## src/rtl/pb_pulse_stretch.sv

```systemverilog
// Event-to-pulse stretcher: each evt strobe becomes a HOLD_CYC-wide pulse
// followed by a GAP_CYC low gap, with a saturating queue of pending events.
module pb_pulse_stretch #(
    parameter int HOLD_CYC = 25_000_000,
    parameter int GAP_CYC  = 12_500_000,
    parameter int PEND_MAX = 7,
    localparam int MAXC    = (HOLD_CYC > GAP_CYC) ? HOLD_CYC : GAP_CYC,
    localparam int CW      = (MAXC > 1) ? $clog2(MAXC) : 1,
    localparam int PW      = $clog2(PEND_MAX + 1)
) (
    input  logic          clk,
    input  logic          rst,
    input  logic          evt,
    input  logic          clr,
    output logic          out,
    output logic          busy,
    output logic [PW-1:0] pend_cnt,
    output logic          ovf
);

    typedef enum logic [1:0] {
        S_IDLE,
        S_HIGH,
        S_GAP
    } state_t;

    localparam logic [CW-1:0] HOLD_LD = CW'(HOLD_CYC - 1);
    localparam logic [CW-1:0] GAP_LD  = CW'(GAP_CYC - 1);
    localparam logic [PW-1:0] P_MAX   = PW'(PEND_MAX);

    state_t        state_q, state_d;
    logic [CW-1:0] cnt_q, cnt_d;
    logic [PW-1:0] pend_q, pend_d;
    logic          ovf_q, ovf_d;
    logic          out_q, out_d;
    logic          busy_q, busy_d;

    logic evt_ok;
    logic gap_end;
    logic pend_nz;
    logic take;
    logic direct;
    logic inc;

    always_comb begin
        state_d = state_q;
        cnt_d   = cnt_q;
        pend_d  = pend_q;
        ovf_d   = ovf_q;

        evt_ok  = evt & ~clr;
        gap_end = (state_q == S_GAP) && (cnt_q == '0);
        pend_nz = (pend_q != '0);
        take    = gap_end & pend_nz;
        direct  = gap_end & ~pend_nz & evt_ok;

        unique case (state_q)
            S_IDLE: begin
                if (evt_ok) begin
                    state_d = S_HIGH;
                    cnt_d   = HOLD_LD;
                end
            end
            S_HIGH: begin
                if (cnt_q == '0) begin
                    state_d = S_GAP;
                    cnt_d   = GAP_LD;
                end else begin
                    cnt_d = cnt_q - CW'(1);
                end
            end
            S_GAP: begin
                if (cnt_q == '0) begin
                    if (pend_nz || evt_ok) begin
                        state_d = S_HIGH;
                        cnt_d   = HOLD_LD;
                    end else begin
                        state_d = S_IDLE;
                    end
                end else begin
                    cnt_d = cnt_q - CW'(1);
                end
            end
            default: begin
                state_d = S_IDLE;
                cnt_d   = '0;
            end
        endcase

        // An event that starts a pulse straight out of the gap is never queued
        inc = evt_ok && (state_q != S_IDLE) && !direct;

        if (clr) begin
            pend_d = '0;
            ovf_d  = 1'b0;
        end else if (inc && !take) begin
            if (pend_q == P_MAX) begin
                ovf_d = 1'b1;
            end else begin
                pend_d = pend_q + PW'(1);
            end
        end else if (take && !inc) begin
            pend_d = pend_q - PW'(1);
        end

        out_d  = (state_d == S_HIGH);
        busy_d = (state_d != S_IDLE);
    end

    always_ff @(posedge clk or posedge rst) begin
        if (rst) begin
            state_q <= S_IDLE;
            cnt_q   <= '0;
            pend_q  <= '0;
            ovf_q   <= 1'b0;
            out_q   <= 1'b0;
            busy_q  <= 1'b0;
        end else begin
            state_q <= state_d;
            cnt_q   <= cnt_d;
            pend_q  <= pend_d;
            ovf_q   <= ovf_d;
            out_q   <= out_d;
            busy_q  <= busy_d;
        end
    end

    assign out      = out_q;
    assign busy     = busy_q;
    assign pend_cnt = pend_q;
    assign ovf      = ovf_q;

endmodule

```

## config.mk

```make
export PLATFORM = sky130hd
export DESIGN_NAME = pb_pulse_stretch
export DESIGN_NICKNAME = d
export VERILOG_FILES = /design/src/rtl/pb_pulse_stretch.sv
export SDC_FILE = /design/constraint.sdc
export NUM_CORES = 1
export LEC_CHECK = 0
export ABC_AREA = 1
export BUFFER_PORTS_ARGS = -buffer_cell sky130_fd_sc_hd__buf_2
export CAP_MARGIN = 20
export CORE_MARGIN = 4
export CORE_UTILIZATION = 40
export DETAILED_ROUTE_END_ITERATION = 12
export SLEW_MARGIN = 15
export SYNTH_ARGS = -nofsm -noshare
export SYNTH_HDL_FRONTEND = slang
export SYNTH_SLANG_ARGS = --single-unit
```

## constraint.sdc

```tcl
create_clock -name clk -period 3.1 [get_ports clk]
set_clock_uncertainty 0.1 [all_clocks]
set_input_delay 0.465 -clock clk [delete_from_list [all_inputs] [get_ports clk]]
set_output_delay 0.465 -clock clk [all_outputs]
set_load 0.03 [all_outputs]
```

==> results of run 1 <==
cells by family after synthesis:
| logic type | count (synthesis) | share of synthesized area [%] |
|---|---|---|
| DFF | 33 | 38.3 |
| AOI/OAI and AO/OA | 54 | 13.9 |
| buffers and inverters | 49 | 9.41 |
| and+or+nand+nor | 147 | 33.6 |
| xor gates and xnor gates | 8 | 3.25 |
| adders and majority gates | 2 | 1.51 |
power groups by stage:
stage               combinational [mW]  clock (mW)  sequential, mW
floorplan                       0.0441           0           0.468
global placement                0.0796           0           0.453
detailed placement              0.0813           0           0.453
CTS                             0.0811       0.328           0.445
global route                    0.0901       0.344           0.446
finish                          0.0793       0.317           0.445
worst min-delay path by stage:
stage	from	end	cells past startpoint
finish	rst	cnt_q[5]	3
global route	rst	cnt_q[1]	3
CTS	rst	cnt_q[2]	3
detailed placement	ovf	ovf	2
global placement	ovf	ovf	2
floorplan	cnt_q[24]	cnt_q[24]	2
cell usage after synthesis (4+ instances only):
master   number
nor3_1        4
nand2_2       5
o21ai_0      14
dfrtp_1      33
xor2_1        7
nor2_1       31
inv_1        42
o21ai_1      18
nand2_1      65
inv_2         4
nor2_2        9
nand3_1      17
nand2_4       4
a21oi_1      13
state kept, by name, summed over array words and instances (netlist names):
signal,count
cnt_q,25
pend_cnt,3
state_q,2
busy,1
out,1
ovf,1
worst min-delay path: stages:
cell,delay (ns)
buf_2,0.09
inv_1,0.04
buf_4,0.37
placed cells by master, fill, tap and decap left out, drive strengths merged:
cell type / synthesis / routed
xor2: 7 / 7
clkbuf: 0 / 6
dfrtp: 33 / 33
nand2: 74 / 74
nor4: 1 / 1
o211ai: 2 / 2
nand4: 3 / 3
xnor2: 1 / 1
nand3: 19 / 19
a21oi: 13 / 13
o2111ai: 1 / 1
o31ai: 2 / 2
ha: 1 / 1
buf: 3 / 10
nor2: 45 / 45
o221ai: 2 / 2
o21ai: 32 / 32
or2: 1 / 1
inv: 46 / 46
fa: 1 / 1
o22ai: 2 / 2
clkinv: 0 / 2
nor3: 4 / 4
layer usage:
layer  track usage [%]  up-vias  share of wire (%)  routed length (microns)
li1                  -      960                  -                        -
met1              22.6      878                 49                     2360
met2              26.9       37                 46                     2210
met3              3.33        7                3.5                      168
met4              5.41        0                1.3                       64
met5                 0        -                  0                        0
per-stage QoR:
stage / cell area [sq um] / worst slack [ns] / hold slack, ns
6_report: 2350 / 0.825 / 0.156
5_1_grt: 2350 / 0.655 / 0.192
4_1_cts: 2350 / 0.800 / 0.174
3_5_place_dp: 2260 / 0.825 / 0.361
3_3_place_gp: 2260 / 0.842 / 0.371
2_1_floorplan: 2150 / 1.01 / 0.353
area by class of cell:
type | instances | area, sq um
repair buffers | 10 | 52.6
fillers | 517 | 2830
well taps | 70 | 87.6
inverters | 46 | 173
multi-input cells | 211 | 1130
clock buffers | 6 | 72.6
flip-flops and latches | 33 | 826
clock inverters | 2 | 10.0
==> metrics, run 1 <==
status completed; RR Endpoint pend_cnt[2]; Post-CTS Hold Fix Bufs 0; critical path cell sequence inv_1 > ha_1 > nand2_4 > nor2_8 > nand2_2 > nor2_8 > nand2_4 > nand2_4 > inv_2 > fa_1 > nand3_1 > nand2_1 > o21ai_1; max-cap viol count 0; Fmax achieved 439 MHz; setup violators final 0; Port Buffer Count 9; yosys warns 0; Ant. Diodes 0; Slew headroom 65.4%; die area approximately 6600 sq um; top cells by area, synth dfrtp_1 38%, nand2_1 11%, inv_1 7.3%; critical path's largest stage delay between 0.3 and 0.4 ns; DPL Wire Length 3.53 mm; Post-Syn Nets between 200 and 300; setup bufs post-CTS 0; CP bufs+invs 2; Final Util 45.4%; vias in the first global route 1860; global-route wire length before repair between 8 and 9 mm; Min-Delay Path Class in2async; r2r setup slk 0.82 ns; largest net degree at the start of global routing 34; total grt overflow 0; Avg Vias per Cell 4.98; peak supply drop 0.000240 V; Psw 0.225 mW; Yosys reg bits 33; CP Launch Point cnt_q[0]; Clock Power Share 37.7%; DIE WIDTH 81.4 microns; Final Hold Viols 0; RSZ-0062 raised after global routing no; CP dominant cell by count nand2_4; Leak between 1 and 1.5 nW; total CTS buffers 5; Int Power 0.617 mW; Critical Path AT 2.39 ns; Mapped Cells between 200 and 300; Placed Cells 370; Critical R2R Launch cnt_q[0]; CORE AREA 5170 sq um; Crit Path Category reg2reg; CP delay by family, top simple AND/OR/NAND/NOR gates; Sw Ratio between 20 and 30%; Worst path depth 13; DRC viols 0; worst r2r path cells 13; num ports 10; Slew Limit Fails 0; CP Data Required Time 3.22 ns; Overall Power 0.842 mW; mapped cell area approximately 2200 sq um; share of the synthesized area in the top cell type 38.3%; Avg Cell Area, Syn between 7 and 8 sq um; clk_lat worst skew 0.29 ns; sequential share of power a little over half; Critical-path top delay cell fa_1; H-tree depth 2; post-route ant nets 0; number of synthesized flops with an enable pin 0; CTS root buffer clkbuf_8; initial antenna violation count 0; fin crit period 2.28 ns; share of layout cells above drive strength 1 between 10% and 20%; actual slew at the worst max-slew pin 0.517 ns; Clock Sinks 33; 1st-iter DRT viols 102; post_cts resized 0; Initial Util a little over two fifths; Max Fanout on Critical Path 8; Die Height around 81 microns; standard-cell rows 26; Routed WL 4.80 mm; combinational share of power 9.4%; drt pass-1 iters 4; startpoint types register; routed via count 1882; final std cells w/o fill 378; Longest Clk Path Bufs 2; Yosys top cell by area dfrtp_1; Final #Nets 313; CP Capture Type register; Global Route Usage Sum 16.8%; Yosys cell types 31; average wire per cell in the routed design 12.7 microns; Layout area overhead 8.94%; PwrDens 359 nW/um^2; CTS tree built; RePlAce Congestion between 0.8 and 0.9; post-synthesis sequential area ratio between 30% and 40%; Post-synth ARST share 100%; fin crit share between 70% and 80%; critical path endpoint pend_cnt[2]; Top FF cell, synth dfrtp_1; Clock transition at path regs 0.07 ns; setup TNS 0 ns
Note: power is estimated with default switching activity, not from simulation.
==> run 2, diff against run 1 <==
clock period = 2.1 ns   (was 3.1 ns; I/O delays follow)
==> run 2 against run 1 <==
Effect of this change:
- worst hold slack worse by 0.14 ns
- via count increased by 4.7%
- worst setup slack got worse by 0.68 ns
- combinational power increased by 54%
- die area is the same
- clock-buffer cell count up 1
- sequential share of layout area decreased by 3.6 points
- total power up 67%
==> metrics, run 2 (same netlist as run 1, synthesis figures left out) <==
clk_lat worst skew 0.29 ns; met3 Use GR about 4.0%; Routed WL between 5 and 6 mm; RR Endpoint pend_cnt[1]; actual slew at the worst max-slew pin about 0.53 ns; routed via count about 2000; CP Launch Point cnt_q[0]; critical path cell sequence inv_2 > ha_4 > nand2_4 > nor2_8 > nand2_2 > nor2_8 > nand2_4 > nand2_4 > inv_2 > fa_2 > o21ai_1; CP bufs+invs 2; 1st-iter DRT viols 80; Min-Delay Path Class in2async; worst r2r path cells 11; Avg Vias per Cell slightly below 5; area occupied by multi-input gates between 1000 and 1500 sq um; Slew headroom 64.6%; Slew Limit Fails 0; Initial Util 41.7%; DPL Wire Length 3.81 mm; total grt overflow 0; Final Hold Viols 0; Die Height ~81 microns; DRC viols 0; Overall Power 1.41 mW; Filler cells 506; sequential cell area 827 sq um; CORE AREA between 5000 and 6000 sq um; peak supply drop ~0.00033 V; largest net degree at the start of global routing 34; fin crit share just over 90%; Worst path depth 11; Ant. Diodes 0; max-cap viol count 0; CP Capture Type register; Critical R2R Launch cnt_q[0]; RSZ-0062 raised after global routing no; Port Buffer Count 9; Layout area overhead 21.6%; r2r setup slk roughly 0.14 ns; global-route wire length before repair 8.83 mm; RePlAce Congestion 0.853; commonest non-fill, non-tap cell in the layout nand2_1; Global Route Usage Sum between 10% and 20%; CP dominant cell by count nand2_4; met1 Track Usage GR 22.6%; CTS root buffer clkbuf_8; CTS tree built; initial antenna violation count 0; total CTS buffers 5; num ports 10; standard-cell rows 26; vias in the first global route 1975; PwrDens 537 nW/um^2; Critical Path AT 2.04 ns; Final #Nets 339; startpoint types register; Clock transition at path regs 0.07 ns; Leak between 1 and 1.5 nW; Longest Clk Path Bufs 2; most frequent cells in the layout 65 x nand2_1, 40 x inv_1, 32 x dfrtp_1; GR peak layer met2; setup TNS 0 ns; Critical-path top delay cell fa_2; average wire per cell in the routed design 12.6 microns; status completed; DIE WIDTH 81.4 microns; share of layout cells above drive strength 1 24.9%; die area 6620 sq um; Crit Path Category reg2reg; post-route ant nets 0; critical path endpoint pend_cnt[1]; CP Data Required Time ~2.2 ns; max reg flops 25; Post-CTS Hold Fix Bufs 0; critical path's largest stage delay 0.51 ns; GRT met2 Usage between 20 and 30%; fin crit period 1.96 ns; Clock Sinks 33; register with the most flip-flops cnt_q; setup violators final 0; Max Fanout on Critical Path 3; H-tree depth 2; Fmax achieved 511 MHz; CP delay by family, top adder cells; drt pass-1 iters 5
run 2: cell types whose count changed in the layout (fill, tap and decap cells not counted), moves of 2 or more:
cell,delta
nor2_2,+3
inv_2,+2
inv_1,-2
buf_4,+25
nor2_1,-4
clkinv_2,-2
run 2: per-stage QoR:
stage                     utilization [%]  cell area (sq um)  hold slack (ns)  setup WS [ns]  std cells
after global placement               47.4               2450            0.335         0.0885        393
after CTS                            49.6               2570           0.0244         0.0333        401
final                                50.7               2620           0.0160          0.142        404
after detailed placement             47.4               2450            0.340         0.0456        393
after floorplan                         -               2150            0.344        0.00714        293
after global routing                 50.7               2620           0.0594         0.0311        404
run 2: worst min path at each step:
stage | to | slack [ns] | depth (start not counted)
after floorplan | busy | 0.34 | 1
after global routing | cnt_q[9] | 0.06 | 3
final | state_q[1] | 0.02 | 3
after CTS | cnt_q[9] | 0.02 | 3
after global placement | cnt_q[9] | 0.33 | 3
after detailed placement | cnt_q[1] | 0.34 | 3
run 2: what timing repair did:
item / CTS / global route
endpoints found under the hold margin: 0 / 0
setup buffers: 0 / 3
endpoints found under the setup margin: 0 / 3
gates resized for setup: 0 / 11
run 2: layout make-up:
cell class                      instances  share of cell area, %
Timing Repair Buffer                   36                   9.93
Tap cell                               70                   3.34
Clock inverter                          1                   1.15
Clock buffer                            7                   3.30
Inverter                               46                   6.59
Sequential cell                        33                   31.6
Multi-Input combinational cell        211                   44.1
run 2: worst reg2reg max path, stage by stage, from the launching register on:
cell	delay [ns]
dfrtp_1	0.38
inv_2	0.08
ha_4	0.15
nand2_4	0.07
nor2_8	0.12
nand2_2	0.09
nor2_8	0.13
nand2_4	0.06
nand2_4	0.06
inv_2	0.05
fa_2	0.51
o21ai_1	0.06
run 2: power breakdown:
group          total [mW]  switching (mW)  internal, mW
combinational       0.122          0.0849        0.0368
clock               0.629           0.242         0.387
sequential          0.657          0.0101         0.647
total                1.41           0.337          1.07
run 2: layer usage:
layer | vias to the layer above | wire length [microns]
met5 | - | 0
met4 | 0 | 83
met3 | 9 | 183
met2 | 32 | 2320
met1 | 912 | 2500
li1 | 1018 | -
==> run 3, diff against run 2 <==
GPL_TIMING_DRIVEN = 0   (was not set)
==> run 3 against run 2 <==
Effect of this change:
- via count increased by 0.36%
- critical endpoint is now pend_cnt[2]
- largest power group unchanged
- first-iteration DRC count increased by 110%
- cell count decreased by 3.5%
- die area unchanged
- highest routed layer unchanged
==> metrics, run 3 (same netlist as run 1, synthesis figures left out) <==
status completed; Clock Sinks 33; total grt overflow 0; DPL Wire Length 3.70 mm; CORE AREA 5170 sq um; total CTS buffers 5; commonest non-fill, non-tap cell in the layout nand2_1; Slew headroom 51.0%; Longest Clk Path Bufs 2; Slew Limit Fails 0; most frequent cells in the layout 64 x nand2_1, 38 x inv_1, 28 x dfrtp_1; critical path's largest stage delay between 0.4 and 0.5 ns; global-route wire length before repair slightly below 9 mm; hold slack 0.0319 ns; Routed WL 5.25 mm; Placed Cells 372; M1 WL roughly 2.6 mm; Critical-path top delay cell dfrtp_2; num ports 10; Post-CTS Hold Fix Bufs 0; DRC viols 0; RSZ-0062 raised after global routing yes; Leak about 1.3 nW; Filler cells 519; Final #Nets 325; routed via count 1978; Ant. Diodes 0; DR top layer met4; CP dominant cell by count nand2_4; peak supply drop 0.000295 V; CTS root buffer clkbuf_8; setup violators final 0; startpoint types register; CP Data Required Time 2.18 ns; fin crit share 97.3%; register with the most flip-flops cnt_q; Clock transition at path regs 0.08 ns; Die Height 81.4 microns; CTS tree built; share of layout cells above drive strength 1 25.0%; Avg Vias per Cell 5.07; Port Buffer Count 9; fin crit period 2.04 ns; initial antenna violation count 0; CP Capture Type register; clk_lat worst skew 0.30 ns; standard-cell rows 26; largest net degree at the start of global routing 34; Max Fanout on Critical Path 5; Critical R2R Launch cnt_q[4]; Crit Path Category reg2reg; average wire per cell in the routed design ~13 microns; Final Hold Viols 0; actual slew at the worst max-slew pin about 0.73 ns; CP bufs+invs 2; Layout area overhead 17.7%; DIE WIDTH 81.4 microns; Min-Delay Path Class in2async; Global Route Usage Sum between 15 and 20%; met3 wire len 197 microns; H-tree depth 2; max reg flops 25; CP delay by family, top simple AND/OR/NAND/NOR gates; RePlAce Congestion 0.864; 1st-iter DRT viols 170; wire length on met2 2.41 mm; Critical Path AT 2.12 ns; die area 6620 sq um; critical path cell sequence nor2_2 > nand2_2 > nor2_8 > nand2_4 > nor2_8 > nand2_4 > nand2_4 > inv_4 > fa_2 > inv_2 > nand2_1 > nand2_1 > o21ai_1; post-route ant nets 0; vias in the first global route 1934; Fmax achieved 489 MHz; drt pass-1 iters 4; PwrDens ~500 nW/um^2; CP Launch Point cnt_q[4]; max-cap viol count 0; Initial Util 41.7%; final std cells w/o fill 390
[run 3: cell count changes in the layout (fill, tap and decap cells not counted), moves of 3 or more]
cell	change
buf_4	-15
nor2_4	+5
dfrtp_2	+4
nor2_2	-3
dfrtp_1	-4
[run 3: cell type report]
| class | instances | area [sq um] | area share [%] |
|---|---|---|---|
| multi-input cells | 211 | 1200 | 47.5 |
| clock buffers | 5 | 68.8 | 2.71 |
| inverters | 46 | 175 | 6.91 |
| well taps | 70 | 87.6 | 3.46 |
| clock inverters | 3 | 17.5 | 0.691 |
| repair buffers | 19 | 120 | 4.74 |
| flip-flops and latches | 33 | 832 | 32.8 |
| plain buffers | 3 | 30.0 | 1.18 |
[run 3: routing by layer]
layer / GRT usage (%) / up-vias
met5: 0 / -
met4: 4.39 / 0
met3: 3.66 / 9
met2: 28.9 / 32
met1: 23.5 / 939
li1: - / 998
[run 3: what timing repair did]
action	4_1_cts	5_1_grt
resized for setup	7	21
setup buffers	3	7
endpoints found under the setup margin	3	9
pin swaps	2	15
[run 3: path summary, 6_finish.rpt]
check / to / slack, ns / cells after the start
max in group asynchronous: cnt_q[12] / 1.33 / 2
worst max-delay path: pend_cnt[2] / 0.06 / 13
worst min-delay path: pend_cnt[0] / 0.03 / 2
worst min register to register: ovf / 0.38 / 2
min in group clk: ovf / 0.21 / 4
worst max register to register: pend_cnt[2] / 0.06 / 13
[run 3: per-stage QoR]
stage / utilization (%) / power, mW / setup WS, ns / TNS [ns] / instance area (sq um)
3_3_place_gp: 44.2 / 0.786 / -0.189 / -0.306 / 2290
6_report: 49.0 / 1.27 / 0.0565 / 0 / 2530
3_5_place_dp: 44.2 / 0.789 / -0.218 / -0.370 / 2290
2_1_floorplan: - / 0.756 / 0.00714 / 0 / 2150
4_1_cts: 46.7 / 1.28 / 0.00146 / 0 / 2410
5_1_grt: 49.0 / 1.33 / -0.0590 / -0.153 / 2530
[run 3: worst reg2reg max path, stage by stage, from the launching register on]
cell     delay, ns
dfrtp_2       0.45
nor2_2        0.13
nand2_2       0.09
nor2_8        0.16
nand2_4       0.08
nor2_8        0.12
nand2_4       0.06
nand2_4       0.10
inv_4         0.04
fa_2          0.37
inv_2         0.05
nand2_1       0.04
nand2_1       0.05
o21ai_1       0.07
[run 3: power by group]
part | internal (mW) | total, mW | leakage (nW) | switching [mW]
logic | 0.0362 | 0.125 | 0.876 | 0.0888
registers | 0.647 | 0.657 | 0.378 | 0.0104
clock network | 0.229 | 0.484 | 0.0439 | 0.255
